## config.mk

```make
export PLATFORM = sky130hd
export DESIGN_NAME = adder_share_arb
export DESIGN_NICKNAME = d
export VERILOG_FILES = /design/src/rtl/adder_share_arb.sv
export SDC_FILE = /design/constraint.sdc
export NUM_CORES = 1
export LEC_CHECK = 0
export CAP_MARGIN = 20
export CORE_UTILIZATION = 25
export DETAILED_ROUTE_END_ITERATION = 7
export PLACE_DENSITY = 0.5
export SYNTH_ARGS = -nofsm -noshare
export SYNTH_HDL_FRONTEND = slang
export SYNTH_SLANG_ARGS = --single-unit
```

## constraint.sdc

```tcl
create_clock -name clk -period 1.7 [get_ports clk]
set_input_delay 0.34 -clock clk [delete_from_list [all_inputs] [get_ports clk]]
set_output_delay 0.34 -clock clk [all_outputs]
set_load 0.02 [all_outputs]
```

## src/rtl/adder_share_arb.sv

```systemverilog
// adder_share_arb
// Round-robin arbiter and sequencer that time-shares one registered W-bit
// adder among NREQ requesters. A granted requester's operands are latched,
// summed in the following cycle, and the sum/carry/parity are returned with
// a one-cycle one-hot acknowledge. Every operation takes exactly 3 cycles
// (IDLE -> EXEC -> DONE).
//
// Ports
//   clk       rising-edge clock
//   rst_n     asynchronous active-low reset
//   req       per-requester request level
//   a_bus     operand A, requester i on [i*W +: W]
//   b_bus     operand B, same packing
//   ack       one-hot, one-cycle result-valid pulse
//   result    (A+B) mod 2^W, held until the next completion
//   carry     carry-out of A+B, held with result
//   parity    XOR reduction of result, held with result
//   grant_id  index of the current/last granted requester
//   busy      high while the sequencer is not idle
module adder_share_arb #(
  parameter int NREQ = 4,
  parameter int W    = 4
) (
  input  logic                      clk,
  input  logic                      rst_n,
  input  logic [NREQ-1:0]           req,
  input  logic [NREQ*W-1:0]         a_bus,
  input  logic [NREQ*W-1:0]         b_bus,
  output logic [NREQ-1:0]           ack,
  output logic [W-1:0]              result,
  output logic                      carry,
  output logic                      parity,
  output logic [$clog2(NREQ)-1:0]   grant_id,
  output logic                      busy
);

  localparam int PW = $clog2(NREQ);

  typedef enum logic [1:0] {
    S_IDLE = 2'd0,
    S_EXEC = 2'd1,
    S_DONE = 2'd2
  } state_e;

  state_e          state_q, state_d;
  logic [PW-1:0]   ptr_q, ptr_d;
  logic [PW-1:0]   gid_q, gid_d;
  logic [W-1:0]    op_a_q, op_a_d;
  logic [W-1:0]    op_b_q, op_b_d;
  logic [NREQ-1:0] ack_q, ack_d;
  logic [W-1:0]    result_q, result_d;
  logic            carry_q, carry_d;
  logic            parity_q, parity_d;
  logic            busy_q, busy_d;

  logic            found_s;
  logic [PW-1:0]   pick_s;
  logic [PW-1:0]   idx_s;
  logic [W:0]      sum_s;

  // Even-parity helper: XOR reduction of a result word.
  function automatic logic parity_f(input logic [W-1:0] v);
    return ^v;
  endfunction

  // Round-robin search starting at the pointer; PW-bit index arithmetic
  // wraps naturally because NREQ is a power of two.
  always_comb begin
    found_s = 1'b0;
    pick_s  = '0;
    idx_s   = '0;
    for (int k = 0; k < NREQ; k++) begin
      idx_s = ptr_q + PW'(k);
      if (!found_s && req[idx_s]) begin
        found_s = 1'b1;
        pick_s  = idx_s;
      end else begin
        found_s = found_s;
      end
    end
  end

  // Shared adder operates only on the latched operands.
  always_comb begin
    sum_s = {1'b0, op_a_q} + {1'b0, op_b_q};
  end

  // Sequencer next-state and datapath update.
  always_comb begin
    state_d  = state_q;
    ptr_d    = ptr_q;
    gid_d    = gid_q;
    op_a_d   = op_a_q;
    op_b_d   = op_b_q;
    ack_d    = '0;
    result_d = result_q;
    carry_d  = carry_q;
    parity_d = parity_q;
    case (state_q)
      S_IDLE: begin
        if (found_s) begin
          op_a_d  = a_bus[pick_s*W +: W];
          op_b_d  = b_bus[pick_s*W +: W];
          gid_d   = pick_s;
          ptr_d   = pick_s + PW'(1'b1);
          state_d = S_EXEC;
        end else begin
          state_d = S_IDLE;
        end
      end
      S_EXEC: begin
        result_d = sum_s[W-1:0];
        carry_d  = sum_s[W];
        parity_d = parity_f(sum_s[W-1:0]);
        ack_d    = {{(NREQ-1){1'b0}}, 1'b1} << gid_q;
        state_d  = S_DONE;
      end
      S_DONE: begin
        // req is deliberately ignored here; IDLE re-arbitrates next cycle.
        state_d = S_IDLE;
      end
      default: begin
        state_d = S_IDLE;
      end
    endcase
    busy_d = (state_d != S_IDLE);
  end

  // State and output registers.
  always_ff @(posedge clk or negedge rst_n) begin
    if (!rst_n) begin
      state_q  <= S_IDLE;
      ptr_q    <= '0;
      gid_q    <= '0;
      op_a_q   <= '0;
      op_b_q   <= '0;
      ack_q    <= '0;
      result_q <= '0;
      carry_q  <= 1'b0;
      parity_q <= 1'b0;
      busy_q   <= 1'b0;
    end else begin
      state_q  <= state_d;
      ptr_q    <= ptr_d;
      gid_q    <= gid_d;
      op_a_q   <= op_a_d;
      op_b_q   <= op_b_d;
      ack_q    <= ack_d;
      result_q <= result_d;
      carry_q  <= carry_d;
      parity_q <= parity_d;
      busy_q   <= busy_d;
    end
  end

  assign ack      = ack_q;
  assign result   = result_q;
  assign carry    = carry_q;
  assign parity   = parity_q;
  assign grant_id = gid_q;
  assign busy     = busy_q;

endmodule

```

==> key figures <==
Clocking
  – Clock transition at path regs: 90 ps
  – Root buffer cell: clkbuf_8
  – Worst skew pair latency: roughly 260 ps
  – Inserted Clock Buffers: 3
  – Clock Sinks: 25
  – Maximum level of the CTS H-tree: 1
  – Hold buffer count at cts: 0
  – CTS Buffer Depth: 2
  – CTS tree: done

Setup path
  – CP endpoint: op_b_q[1]
  – CP max FO: 6
  – Reg2Reg Depth: 7
  – Reg2reg start: ptr_q[1]
  – Critical path arrival: roughly 2000 ps
  – CP cell instances: buf_4 > nor3b_4 > a221o_2 > buf_12 > mux2i_4 > nor3_2 > a211o_1
  – Critical path class: flip-flop to flip-flop
  – Endpoint class of the critical path: flip-flop
  – Stages on the worst setup path: 7
  – Worst R2R Setup Slack: -130 ps
  – Family with the most delay on the worst path: compound AO/OA/AOI/OAI gates
  – Startpoint class of the critical path: flip-flop
  – CP peak stage delay: about 440 ps
  – WP buf/inv: 2
  – Worst EP required: 1850 ps
  – Setup crit start: ptr_q[1]
  – Slowest CP cell: dfrtp_2
  – Worst R2R End: op_b_q[1]

Floorplan
  – FP Rows: 26
  – Placeable Area: 5270 um2
  – I/O pin cnt: 51
  – Die area: 5950 um2
  – Starting Density: 0.268
  – Die width: 77.1 um
  – Vert. Die Dim: 77.1 um

Routing
  – DR pass1 iterations: 4
  – ANT nets after route: 0
  – Drt first-iter violations: 35
  – Drt drc: 0
  – DR vias: 1241
  – DR WL/cell: ~12 um
  – Vias per Instance: 4.51
  – Total wire length: 3.43 mm

Logic synthesis
  – Top-count cell post-synth: dfrtp_1
  – Syn_area_per_cell: 10.2 um2
  – Flop and latch count out of synthesis: 25
  – EDFF count, synth: 0
  – Synth Flop Type: dfrtp_1
  – Netlist cell types: 33
  – Post-synth top area share: 0.443
  – Syn_nets: 181
  – Synthesized area: 1410 um2
  – Top cells by count, synth: 25 x dfrtp_1, 16 x mux2i_1, 16 x nor3_1
  – Ys async rst share: 1.00
  – YS warnings: 0
  – Sequential area share after synthesis: 0.443
  – Syn Inst Count: 138
  – Top post-synthesis cells by area: dfrtp_1 44%, mux2i_1 11%, nor3_1 5.7%
  – Cell taking the most area after synthesis: dfrtp_1

Global route
  – Vias in the first global route: 1247
  – Initial antenna violation count: 0
  – Largest net degree at the start of global routing: 26
  – First-pass GRT wire length: 5.81 mm
  – GRT Resource Usage Total: 0.123
  – Total gr overflow: 0

Run status
  – Failing checks: setup timing
  – Run status: finished with violations

Place
  – Global placement routability congestion: 0.827
  – Setup slack at placement: -547 ps
  – IO buf count: 50
  – Post-DP HPWL: 2.54 mm

Cells and area
  – FILL cells: roughly 530
  – Ant. Diodes: 0
  – Fin nets: 249
  – Final Core Density: 0.429
  – Layout area overhead: 60.3%
  – Share of cells above drive strength 1: 0.200

Timing
  – Final Hold Fails: 0
  – Worst-Margin Slew: 456 ps
  – Tmin final: 1830 ps
  – Max Slew Vio Count: 0
  – Fin Setup TNS: -910 ps
  – Period utilization: 1.07
  – Layout Skew: around 3.5 ps
  – RSZ-0062 raised after global routing: yes
  – Setup WS post-layout: -127 ps
  – Slew HR: 0.696
  – Final setup vio count: 9
  – Fmax: 547 MHz

Flow run
  – Max Cap Viol: 0

Pwr
  – Pwr per Cell Area: 1750 nW/um2
  – Total power draw: a little under 4 mW
  – Static Leak: 1.06 nW
  – Worst VDD drop: 0.633 mV

Min path
  – Worst hold path class: input port to async pin
metal layers:
metal | up-vias | track usage | routed length, um
met3 | 2 | 0.0202 | 148
met4 | 0 | 0.0377 | 25
met2 | 38 | 0.209 | 1720
li1 | 622 | - | -
met1 | 579 | 0.159 | 1540
met5 | - | 0 | 0
cell usage in the layout, fill, tap and decap left out, types with 2 or more instances in the layout:
cell	n
xor2_1	3
dlygate4sd2_1	3
nor3_2	3
buf_4	16
nor3_1	13
clkdlybuf4s50_1	44
nand2_1	14
dlymetal6s2s_1	3
mux2i_1	14
ha_1	3
o21ai_1	2
buf_12	3
o21ai_0	6
inv_1	6
nor2_1	4
clkbuf_8	3
xnor2_1	3
dfrtp_1	24
a211o_1	7
a21oi_1	4
sequential cells by signal, summed over array words and instances (netlist names):
name / cells
ack: 4
op_a_q: 4
op_b_q: 4
result: 4
grant_id: 2
ptr_q: 2
state_q: 2
busy: 1
carry: 1
parity: 1
kinds of logic (layout without fill, tap and decap cells):
| logic type | Yosys count | after routing | synth area share |
|---|---|---|---|
| muxes | 17 | 17 | 0.121 |
| DFF | 25 | 25 | 0.443 |
| adders and majority gates | 5 | 5 | 0.0496 |
| xor gates and xnor gates | 6 | 6 | 0.0372 |
| AOI/OAI and AO/OA | 28 | 28 | 0.145 |
| buffers and inverters | 15 | 82 | 0.0638 |
| and+or+nand+nor | 42 | 42 | 0.140 |
area by class of cell:
type	count	area, um2	share of cell area
multi-input cells	98	756	0.334
repair buffers	71	721	0.319
flip-flops and latches	25	627	0.277
well taps	70	87.6	0.0387
clock buffers	4	45.0	0.0199
inverters	7	26.3	0.0116
power breakdown:
| group | switching [mW] | internal (mW) | leakage, nW | total [mW] |
|---|---|---|---|---|
| clock | 0.177 | 0.167 | 0.0228 | 0.344 |
| combinational | 1.19 | 1.36 | 0.732 | 2.56 |
| sequential | 0.187 | 0.882 | 0.308 | 1.07 |
worst register-to-register path, cell delays in order (launching register included):
cell and delay [ps]:
dfrtp_2 440, buf_4 150, nor3b_4 210, a221o_2 240, buf_12 150, mux2i_4 230, nor3_2 50, a211o_1 260
stage by stage:
| step | instances | hold slack, ps | instance area [um2] |
|---|---|---|---|
| floorplan | 138 | 44.4 | 1410 |
| global placement | 267 | 462 | 2100 |
| detailed placement | 267 | 464 | 2100 |
| CTS | 274 | 462 | 2210 |
| global route | 275 | 481 | 2260 |
| finish | 275 | 444 | 2260 |
worst min path at each step:
stage	start	end	slack, ps	cells past startpoint
after global routing	rst_n	parity	480	2
after detailed placement	result[0]	result[0]	460	2
after global placement	result[0]	result[0]	460	2
after CTS	rst_n	busy	460	2
final	rst_n	ack[3]	440	2
after floorplan	rst_n	ack[0]	40	0
timing repair:
action,4_1_cts,5_1_grt
setup endpoints to repair,12,12
gates resized for setup,11,14
pin swaps,16,6
buffers inserted,2,1
cloned,1,0
No activity file was read; power rests on OpenSTA's default activity.
